File: src/rtl/prefetch_pkg.sv
// rtl/prefetch_pkg.sv - shared state and queue-entry types for the instruction prefetch unit
package prefetch_pkg;

    // Entry width; prefetch_unit's XLEN must match.
    localparam int unsigned PF_XLEN = 32;

    typedef enum logic [0:0] {
        ST_FETCH = 1'b0,
        ST_FAULT = 1'b1
    } fetch_state_t;

    typedef struct packed {
        logic [PF_XLEN-1:0] data;
        logic [PF_XLEN-1:0] pc;
        logic               fault;
    } pf_entry_t;

endpackage

File: src/rtl/prefetch_fifo.sv
// rtl/prefetch_fifo.sv - DEPTH-entry instruction queue with push/pop/flush and occupancy count
module prefetch_fifo
    import prefetch_pkg::*;
#(
    parameter int unsigned DEPTH = 4
) (
    input  logic                     clk,
    input  logic                     rst,
    input  logic                     push_i,
    input  pf_entry_t                push_data_i,
    input  logic                     pop_i,
    input  logic                     flush_i,
    output pf_entry_t                head_o,
    output logic                     full_o,
    output logic                     empty_o,
    output logic [$clog2(DEPTH):0]   count_o
);

    localparam int unsigned AW = $clog2(DEPTH);
    localparam int unsigned CW = AW + 1;

    pf_entry_t         mem_q [DEPTH];
    logic [AW-1:0]     wr_q, wr_d;
    logic [AW-1:0]     rd_q, rd_d;
    logic [CW-1:0]     count_q, count_d;
    logic              do_push;
    logic              do_pop;

    assign full_o  = (count_q == CW'(DEPTH));
    assign empty_o = (count_q == '0);
    assign count_o = count_q;
    assign head_o  = mem_q[rd_q];

    // A pop frees the slot the simultaneous push needs, so push+pop is legal when full.
    assign do_pop  = pop_i && !empty_o;
    assign do_push = push_i && (!full_o || do_pop);

    always_comb begin
        wr_d    = wr_q;
        rd_d    = rd_q;
        count_d = count_q;
        if (flush_i) begin
            wr_d    = '0;
            rd_d    = '0;
            count_d = '0;
        end else begin
            if (do_push) wr_d = wr_q + AW'(1);
            if (do_pop)  rd_d = rd_q + AW'(1);
            if (do_push && !do_pop)      count_d = count_q + CW'(1);
            else if (!do_push && do_pop) count_d = count_q - CW'(1);
        end
    end

    always_ff @(posedge clk or posedge rst) begin
        if (rst) begin
            wr_q    <= '0;
            rd_q    <= '0;
            count_q <= '0;
        end else begin
            wr_q    <= wr_d;
            rd_q    <= rd_d;
            count_q <= count_d;
        end
    end

    always_ff @(posedge clk) begin
        if (do_push && !flush_i) mem_q[wr_q] <= push_data_i;
    end

endmodule

File: src/rtl/prefetch_unit.sv
// rtl/prefetch_unit.sv - credit-based instruction prefetcher with redirect flush/drain; PREFETCH_MISALIGN_CHECK_EN enables misaligned-target faults
module prefetch_unit
    import prefetch_pkg::*;
#(
    parameter int unsigned     XLEN     = 32,
    parameter int unsigned     DEPTH    = 4,
    parameter logic [XLEN-1:0] RESET_PC = 32'h0000_0000
) (
    input  logic            clk,
    input  logic            rst,
    input  logic            redirect_valid,
    input  logic [XLEN-1:0] redirect_pc,
    output logic            imem_req_valid,
    input  logic            imem_req_ready,
    output logic [XLEN-1:0] imem_req_addr,
    input  logic            imem_rsp_valid,
    input  logic [XLEN-1:0] imem_rsp_data,
    output logic            instr_valid,
    input  logic            instr_ready,
    output logic [XLEN-1:0] instr_data,
    output logic [XLEN-1:0] instr_pc,
    output logic [XLEN-1:0] instr_pc_plus4,
    output logic            instr_fault
);

    localparam int unsigned AW = $clog2(DEPTH);
    localparam int unsigned CW = AW + 1;

    fetch_state_t      state_q, state_d;
    logic [XLEN-1:0]   fetch_pc_q, fetch_pc_d;
    logic [CW-1:0]     inflight_q, inflight_d;
    logic [CW-1:0]     drop_q, drop_d;
    logic [XLEN-1:0]   pcq_mem_q [DEPTH];
    logic [AW-1:0]     pcq_wr_q, pcq_wr_d;
    logic [AW-1:0]     pcq_rd_q, pcq_rd_d;

    logic              req_hs;
    logic              rsp_keep;
    logic              fault_push;
    logic              credit_ok;
    logic [XLEN-1:0]   redir_target;
    logic              fifo_push;
    logic              fifo_pop;
    pf_entry_t         fifo_wdata;
    pf_entry_t         fifo_head;
    logic              fifo_full;
    logic              fifo_empty;
    logic [CW-1:0]     fifo_count;

    // Queue slots are reserved at request time so a response always has room.
    assign credit_ok      = ({1'b0, fifo_count} + {1'b0, inflight_q}) < (CW+1)'(DEPTH);
    assign imem_req_valid = !rst && (state_q == ST_FETCH) && credit_ok;
    assign imem_req_addr  = fetch_pc_q;
    assign req_hs         = imem_req_valid && imem_req_ready;
    assign rsp_keep       = imem_rsp_valid && (drop_q == '0) && !redirect_valid;

`ifdef PREFETCH_MISALIGN_CHECK_EN
    logic fault_pend_q, fault_pend_d;

    assign redir_target = redirect_pc;
    assign fault_push   = (state_q == ST_FAULT) && fault_pend_q && (inflight_q == '0) && !redirect_valid;
    assign instr_fault  = instr_valid && fifo_head.fault;

    always_ff @(posedge clk or posedge rst) begin
        if (rst) fault_pend_q <= 1'b0;
        else     fault_pend_q <= fault_pend_d;
    end
`else
    logic unused_fault;

    assign redir_target = redirect_pc & ~XLEN'(3);
    assign fault_push   = 1'b0;
    assign instr_fault  = 1'b0;
    assign unused_fault = fifo_head.fault;
`endif

    always_comb begin
        state_d = state_q;
`ifdef PREFETCH_MISALIGN_CHECK_EN
        fault_pend_d = fault_pend_q;
        if (redirect_valid) begin
            if (redirect_pc[1:0] != 2'b00) begin
                state_d      = ST_FAULT;
                fault_pend_d = 1'b1;
            end else begin
                state_d      = ST_FETCH;
                fault_pend_d = 1'b0;
            end
        end else if (fault_push) begin
            fault_pend_d = 1'b0;
        end
`endif
    end

    always_comb begin
        inflight_d = inflight_q;
        if (req_hs && !imem_rsp_valid)      inflight_d = inflight_q + CW'(1);
        else if (!req_hs && imem_rsp_valid) inflight_d = inflight_q - CW'(1);

        // Everything still outstanding after a redirect belongs to the old path.
        drop_d = drop_q;
        if (redirect_valid)                         drop_d = inflight_d;
        else if (imem_rsp_valid && drop_q != '0)    drop_d = drop_q - CW'(1);

        fetch_pc_d = fetch_pc_q;
        if (redirect_valid) fetch_pc_d = redir_target;
        else if (req_hs)    fetch_pc_d = fetch_pc_q + XLEN'(4);

        pcq_wr_d = req_hs         ? pcq_wr_q + AW'(1) : pcq_wr_q;
        pcq_rd_d = imem_rsp_valid ? pcq_rd_q + AW'(1) : pcq_rd_q;
    end

    always_ff @(posedge clk or posedge rst) begin
        if (rst) begin
            state_q    <= ST_FETCH;
            fetch_pc_q <= RESET_PC;
            inflight_q <= '0;
            drop_q     <= '0;
            pcq_wr_q   <= '0;
            pcq_rd_q   <= '0;
        end else begin
            state_q    <= state_d;
            fetch_pc_q <= fetch_pc_d;
            inflight_q <= inflight_d;
            drop_q     <= drop_d;
            pcq_wr_q   <= pcq_wr_d;
            pcq_rd_q   <= pcq_rd_d;
        end
    end

    always_ff @(posedge clk) begin
        if (req_hs) pcq_mem_q[pcq_wr_q] <= fetch_pc_q;
    end

    always_comb begin
        fifo_wdata = '0;
        if (fault_push) begin
            fifo_wdata.pc    = PF_XLEN'(fetch_pc_q);
            fifo_wdata.fault = 1'b1;
        end else begin
            fifo_wdata.data = PF_XLEN'(imem_rsp_data);
            fifo_wdata.pc   = PF_XLEN'(pcq_mem_q[pcq_rd_q]);
        end
    end

    assign fifo_push = rsp_keep || fault_push;
    assign fifo_pop  = instr_valid && instr_ready && !redirect_valid;

    prefetch_fifo #(
        .DEPTH (DEPTH)
    ) u_fifo (
        .clk         (clk),
        .rst         (rst),
        .push_i      (fifo_push),
        .push_data_i (fifo_wdata),
        .pop_i       (fifo_pop),
        .flush_i     (redirect_valid),
        .head_o      (fifo_head),
        .full_o      (fifo_full),
        .empty_o     (fifo_empty),
        .count_o     (fifo_count)
    );

    assign instr_valid    = !fifo_empty;
    assign instr_data     = XLEN'(fifo_head.data);
    assign instr_pc       = XLEN'(fifo_head.pc);
    assign instr_pc_plus4 = instr_pc + XLEN'(4);

    logic unused_full;
    assign unused_full = fifo_full;

endmodule

File: config.mk
export PLATFORM = sky130hd
export DESIGN_NAME = prefetch_unit
export DESIGN_NICKNAME = d
export VERILOG_FILES = /design/src/rtl/prefetch_pkg.sv /design/src/rtl/prefetch_fifo.sv /design/src/rtl/prefetch_unit.sv
export SDC_FILE = /design/constraint.sdc
export NUM_CORES = 1
export LEC_CHECK = 0
export BUFFER_PORTS_ARGS = -buffer_cell sky130_fd_sc_hd__buf_2
export CORE_UTILIZATION = 50
export CTS_CLUSTER_SIZE = 40
export DETAILED_ROUTE_END_ITERATION = 6
export PLACE_DENSITY = 0.74
export SLEW_MARGIN = 20
export SYNTH_ARGS = -nofsm -noshare
export SYNTH_HDL_FRONTEND = slang
export SYNTH_SLANG_ARGS = --single-unit
File: constraint.sdc
create_clock -name clk -period 6.6 [get_ports clk]
set_input_delay 0.66 -clock clk [delete_from_list [all_inputs] [get_ports clk]]
set_output_delay 0.66 -clock clk [all_outputs]
set_load 0.03 [all_outputs]
# [Word level (Yosys, flattened, before mapping)]
# Memory sizes are Yosys's and may differ from the RTL's.
# Index checks and enable logic that the tools add are counted.
[totals] register_bits=49 ramBits=384 inputBits=70 wordCells=72 n_memories=2
[memory_table] name="u_fifo.mem_q" depth=4 width=64 rd=1 rd_ports_with_merged_regs=0 write_ports=1 line="prefetch_fifo.sv:22" rtl="pf_entry_t mem_q [DEPTH];"
[memory_table] name="pcq_mem_q" depth=4 width=32 rd=1 rd_ports_with_merged_regs=0 write_ports=1 line="prefetch_unit.sv:33" rtl="logic [XLEN-1:0] pcq_mem_q [DEPTH];"
[classes] n_addsub=12 order_cmp=1 eq_ne=1 n_mux=17 reduce_logical=31
[ops] cell="$add A32 B3 Y32 const B" n=2
[ops] cell="$mux W32" n=2
[ops] cell="$mux W3" n=7
[ops] cell="$logic_and A1 B1 Y1" n=14
[ops] cell="$sub A3 B1 Y3 const B" n=3
[ops] cell="$add A2 B1 Y2 const B" n=4
[ops] cell="$logic_not A1 Y1" n=8
[ops] cell="$mux W2" n=4
[ops] cell="$reduce_bool A2 Y1" n=4
[ops] cell="$add A3 B1 Y3 const B" n=2
[ops] cell="$logic_not A3 Y1" n=2
[ops] cell="$reduce_bool A3 Y1" n=2
[ops] cell="$add A3 B3 Y4" n=1
[ops] cell="$lt A4 B3 Y1 const B" n=1
[ops] cell="$mux W1" n=4
[ops] cell="$eq A3 B3 Y1 const B" n=1
[ops] cell="$logic_or A1 B1 Y1" n=1

# [Logic depth before layout (Yosys ltp)]
[logic_depth] depth_word=12 depth_mapped=9

# [By module]
# Synthesis repeated with hierarchy kept, for this count alone.
[hier_totals] cells_unflattened=934 area_unflattened_um2=17386.7
[modules_own_cells] mod="prefetch_fifo" n_inst=1 cells_per_inst=389 area_per_inst_um2=9835.7 seq_area_each_um2=7982.7
[modules_own_cells] mod="prefetch_unit" n_inst=1 cells_per_inst=545 area_per_inst_um2=7551.0 seq_area_each_um2=4604.4

# [Least setup slack after synthesis]
# OpenSTA, ideal clock, no wires.
[synth_timing] path_kind="input-to-reg" from="input imem_rsp_valid" to="memory u_fifo.mem_q[0][10] (netlist name), enable pin" setup_time_ns=0.426 t_arrival_ns=3.091 path_slack_ns=3.082 path_stages=4 n_path_buf=1 path_cell_list="clkbuf_1 -> nand3b_1 -> nor3_1 -> and2_1"
[synth_via] elab_chain_cells=6
[synth_lines] element="start, declared" line="prefetch_unit.sv:16" rtl="input logic imem_rsp_valid,"
[synth_lines] element="$logic_and A1 B1 Y1 (2 in series)" line="prefetch_unit.sv:55" rtl="assign rsp_keep = imem_rsp_valid && (drop_q == '0) && !redirect_valid;"
[synth_lines] element="$logic_and A1 B1 Y1" line="prefetch_fifo.sv:36" rtl="assign do_push = push_i && (!full_o || do_pop);"
[synth_lines] element="$logic_and A1 B1 Y1" line="prefetch_fifo.sv:67" rtl="if (do_push && !flush_i) mem_q[wr_q] <= push_data_i;"
[synth_lines] element="$mux W1" line="prefetch_fifo.sv:67"
[synth_lines] element="$mux W1 (implied by the code)" line="prefetch_fifo.sv:67"
[synth_lines] element="end, declared" line="prefetch_fifo.sv:22"
# No other way between the ends.

# [Worst setup path after layout]
[layout_timing] from="register u_fifo.rd_q[0]" to="output instr_pc_plus4[30]"
[layout_via] elab_chain_cells=2
[layout_lines] element="start, declared" line="prefetch_fifo.sv:24" rtl="logic [AW-1:0] rd_q, rd_d;"
[layout_lines] element="start signal, assigned" line="prefetch_fifo.sv:61" rtl="rd_q <= rd_d;"
[layout_lines] element="$mem_v2 Z4 W64"
[layout_lines] element="$add A32 B3 Y32" line="prefetch_unit.sv:167" rtl="assign instr_pc_plus4 = instr_pc + XLEN'(4);"
[layout_lines] element="end, declared" line="prefetch_unit.sv:22" rtl="output logic [XLEN-1:0] instr_pc_plus4,"
# No other way between the ends.

==> metrics.log <==
INFO  metric crit_path_cell_trace = buf_4, mux4_2, nand4_4, nor4_4, and4bb_1, xor2_1, buf_2
INFO  metric route.detailed.drc = 0
INFO  metric cts_hold_repair.buffers = 0
INFO  metric max_stage_delay = 0.88 ns
INFO  metric synth_enable_flop_cells = about 370
INFO  metric fin_setup_tns = 0 ns
INFO  metric leakage = roughly 6.7 nW
INFO  metric tcrit_tclk_final = 0.674
INFO  metric layout.core_utilization = 0.596
INFO  metric worst_setup_hold_path_clk_slew = approximately 0.060 ns
INFO  metric via_count_of_the_first_global_routing_pass = ~9000
INFO  metric global_route.overflow_total = 0
INFO  metric grt_antenna_before_repair = 0
INFO  metric worst_hold_path_type = input port to asynchronous set/reset pin
INFO  metric sequential_cell_area = 12200 µm²
INFO  metric firstDrtPassIters = 5
INFO  metric setup-violations-final = 0
INFO  metric post_synth_design_cell_area = 16800 µm²
INFO  metric drive_above_1_share = 0.341
INFO  metric cp_slowest_cell = sky130_fd_sc_hd__dfrtp_4
INFO  metric hold_violations = 0
INFO  metric max_frequency = 225 MHz
INFO  metric slew_headroom = 0.313
INFO  metric proportion_of_netlist_area_held_by_the_largest_area_contributor = 0.657
INFO  metric postSynth.asyncResetShare = 0.113
INFO  metric power.density = ~400 nW/µm²
INFO  metric wirelength = 32200 µm
INFO  metric tritoncts = yes
INFO  metric drv_slew = 0
INFO  metric crit_arrival = 3.79 ns
INFO  metric area_post_placement = 18100 µm²
INFO  metric timing.critical_path.to_type = primary output
INFO  metric die_h = 185 µm
INFO  metric ys_warn_count = 0
INFO  metric n_antenna_cell = 0
INFO  metric clk_path_buf_depth = 3
INFO  metric post_drt_via_cell_ratio = 5.57
INFO  metric worst_pin_slew = ~1.0 ns
INFO  metric ant_nets = 0
INFO  metric worstPathMaxFanout = 35
INFO  metric globalRouteTotalUtil = 0.192
INFO  metric place.detailed.hpwl = between 15000 and 20000 µm
INFO  metric drt-wirelength-per-cell = 20.7 µm
INFO  metric number_of_clock_sinks = 415
INFO  metric die_area = 34400 µm²
INFO  metric status = completed
INFO  metric ios = 201
INFO  metric synthCells = 880
INFO  metric hold-worst-slack = a little under 0.3 ns
INFO  metric minimum_clock_period = 4.45 ns
INFO  metric timing.setup.critical_path_class = flop to primary output
INFO  metric drv.max_cap_violation_count = 0
INFO  metric fill_cell_count = 2416
INFO  metric synth_top_cells_by_count = sky130_fd_sc_hd__edfxtp_1, sky130_fd_sc_hd__mux4_2, sky130_fd_sc_hd__nand2_1, sky130_fd_sc_hd__dfrtp_1, sky130_fd_sc_hd__xnor2_1
INFO  metric setup.worst_path.start_class = flop
INFO  metric layout.nets = 1168
INFO  metric postCtsSetupRepairBufs = 0
INFO  metric routabilityCongestion = 0.774
INFO  metric grt_max_degree = 67
INFO  metric yosysUniqueCellTypes = 52
INFO  metric syn_to_final_growth = 16.3%
INFO  metric drt_iter0_drc = 493
INFO  metric cts_buffers = 42
INFO  metric ir_drop = around 0.29 mV
INFO  metric buffers_on_ports = 191
INFO  metric synth_top_cells_by_area = sky130_fd_sc_hd__edfxtp_1, sky130_fd_sc_hd__mux4_2, sky130_fd_sc_hd__dfrtp_1, sky130_fd_sc_hd__xnor2_1, sky130_fd_sc_hd__nand2_1
INFO  metric yosys_most_used_dff = sky130_fd_sc_hd__edfxtp_1
INFO  metric via_count = ~8700
INFO  metric cts.htree.levels = 2
INFO  metric yosys.cell_count.top_type = sky130_fd_sc_hd__edfxtp_1
INFO  metric design.core.area = 32800 µm²
INFO  metric area_of_all_placed_cells_without_fillers = about 20000 µm²
INFO  metric rsz0062_at_grt = no
INFO  metric clkLatencyLatePin = 0.54 ns
INFO  metric yosysTopAreaCell = sky130_fd_sc_hd__edfxtp_1
INFO  metric core.rowCount = 66
INFO  metric yosysSeqAreaShare = 0.727
INFO  metric die_width = 185 µm
INFO  metric synth_seq_cells = between 400 and 500
INFO  metric start_util = 0.513
INFO  metric fin_worst_skew = a little over 0.02 ns
INFO  metric grt_first_pass_wirelength = 49300 µm
INFO  metric syn_avg_cell_area = ~19 µm²
INFO  metric cts-root-buf = sky130_fd_sc_hd__clkbuf_16
INFO  metric multiInputGateArea = 4290 µm²
INFO  metric post_cts_resize_count = 0
INFO  metric cp.required = 5.94 ns
## cell usage in the layout, fill, tap and decap left out, types with 3 or more instances in the layout
cell type / synthesis / final
sky130_fd_sc_hd__edfxtp_1: 368 / 368
sky130_fd_sc_hd__buf_2: 8 / 191
sky130_fd_sc_hd__mux4_2: 90 / 90
sky130_fd_sc_hd__nand2_1: 54 / 54
sky130_fd_sc_hd__xnor2_1: 46 / 46
sky130_fd_sc_hd__dfrtp_1: 47 / 44
sky130_fd_sc_hd__clkbuf_16: 0 / 43
sky130_fd_sc_hd__o21ai_0: 30 / 30
sky130_fd_sc_hd__xor2_1: 21 / 21
sky130_fd_sc_hd__inv_1: 20 / 19
sky130_fd_sc_hd__nand3_1: 18 / 18
sky130_fd_sc_hd__nor3_1: 16 / 16
sky130_fd_sc_hd__ha_1: 16 / 16
sky130_fd_sc_hd__nand4_1: 14 / 14
sky130_fd_sc_hd__nor4_1: 10 / 10
sky130_fd_sc_hd__nor2_1: 9 / 9
sky130_fd_sc_hd__and3_1: 8 / 8
sky130_fd_sc_hd__clkinv_1: 0 / 8
sky130_fd_sc_hd__clkinv_2: 0 / 7
sky130_fd_sc_hd__and4_1: 7 / 7
sky130_fd_sc_hd__mux2i_1: 7 / 7
sky130_fd_sc_hd__conb_1: 1 / 7
sky130_fd_sc_hd__clkbuf_1: 18 / 7
sky130_fd_sc_hd__nor4_2: 6 / 6
sky130_fd_sc_hd__clkbuf_8: 0 / 6
sky130_fd_sc_hd__buf_4: 8 / 5
sky130_fd_sc_hd__and2_2: 0 / 4
sky130_fd_sc_hd__and2_4: 0 / 4
sky130_fd_sc_hd__mux2_2: 4 / 4
sky130_fd_sc_hd__bufinv_16: 0 / 4
sky130_fd_sc_hd__and2_1: 11 / 3
sky130_fd_sc_hd__o21ai_1: 3 / 3
## cells by family (layout without fill, tap and decap cells)
kind of cell | after synthesis | count (layout) | share of synthesized area
AOI/OAI and AO/OA | 41 | 41 | 0.0136
xor gates and xnor gates | 67 | 67 | 0.0349
adders and majority gates | 17 | 17 | 0.0131
buffers and inverters | 65 | 293 | 0.0199
DFF | 415 | 415 | 0.727
muxes | 103 | 103 | 0.131
other | 1 | 7 | 0.000223
and+or+nand+nor | 171 | 171 | 0.0604
## sequential cells by signal, indices dropped and copies added, names as in the netlist, 3 cells and up
name            count
inflight_q          3
drop_q              3
u_fifo.count_o      3
imem_req_addr      30
pcq_mem_q         120
u_fifo.mem_q      248
## layout make-up
class                           instances  area share
Timing Repair Buffer                  196      0.0508
Clock inverter                         21      0.0113
Sequential cell                       415       0.626
Inverter                               20     0.00390
Tap cell                              442      0.0283
Clock buffer                           56      0.0606
Multi-Input combinational cell        406       0.219
## metrics by stage
stage	setup WS [ns]	std cells	power, mW
3_5_place_dp	2.59	1479	5.58
6_report	2.15	1556	7.87
3_3_place_gp	2.69	1479	5.53
4_1_cts	1.98	1556	7.94
2_1_floorplan	3.08	886	5.01
5_1_grt	1.81	1556	8.22
## power by group
part | leakage [nW] | internal (mW) | switching, mW | total [mW]
Clock | 0.692 | 1.42 | 0.958 | 2.38
Sequential | 3.89 | 3.19 | 0.183 | 3.38
Combinational | 2.11 | 0.793 | 1.33 | 2.12
## worst max-delay path: cells and delay by family (launching register included)
family / cells / cell delay, ns
xor gates and xnor gates: 1 / 0.18
buffers and inverters: 2 / 0.88
DFF: 1 / 0.88
muxes: 1 / 0.48
and+or+nand+nor: 3 / 0.80
## metal layers
layer	GRT usage	share of wire
met3	0.0297	0.053
met5	0	0
met1	0.276	0.45
met2	0.306	0.48
met4	0.0522	0.019
## path summary, 6_finish.rpt
check                                              startpoint                             to  slack, ns  cells after the start
worst max-delay path               u_fifo.rd_q[0]$_DFFE_PP0P_             instr_pc_plus4[30]       2.15                      7
worst min-delay path                                      rst  imem_req_addr[19]$_DFFE_PP0N_       0.29                      2
worst max register to register  u_fifo.count_o[2]$_DFFE_PP0P_     pcq_mem_q[1][24]$_DFFE_PP_       3.47                      4
worst min register to register        inflight_q[2]$_DFF_PP0_        inflight_q[2]$_DFF_PP0_       0.50                      1
max in group asynchronous                                 rst     u_fifo.rd_q[0]$_DFFE_PP0P_       5.73                      2
min in group clk                              redirect_pc[19]  imem_req_addr[19]$_DFFE_PP0N_       0.32                      3
(Power assumes the default switching activity.)
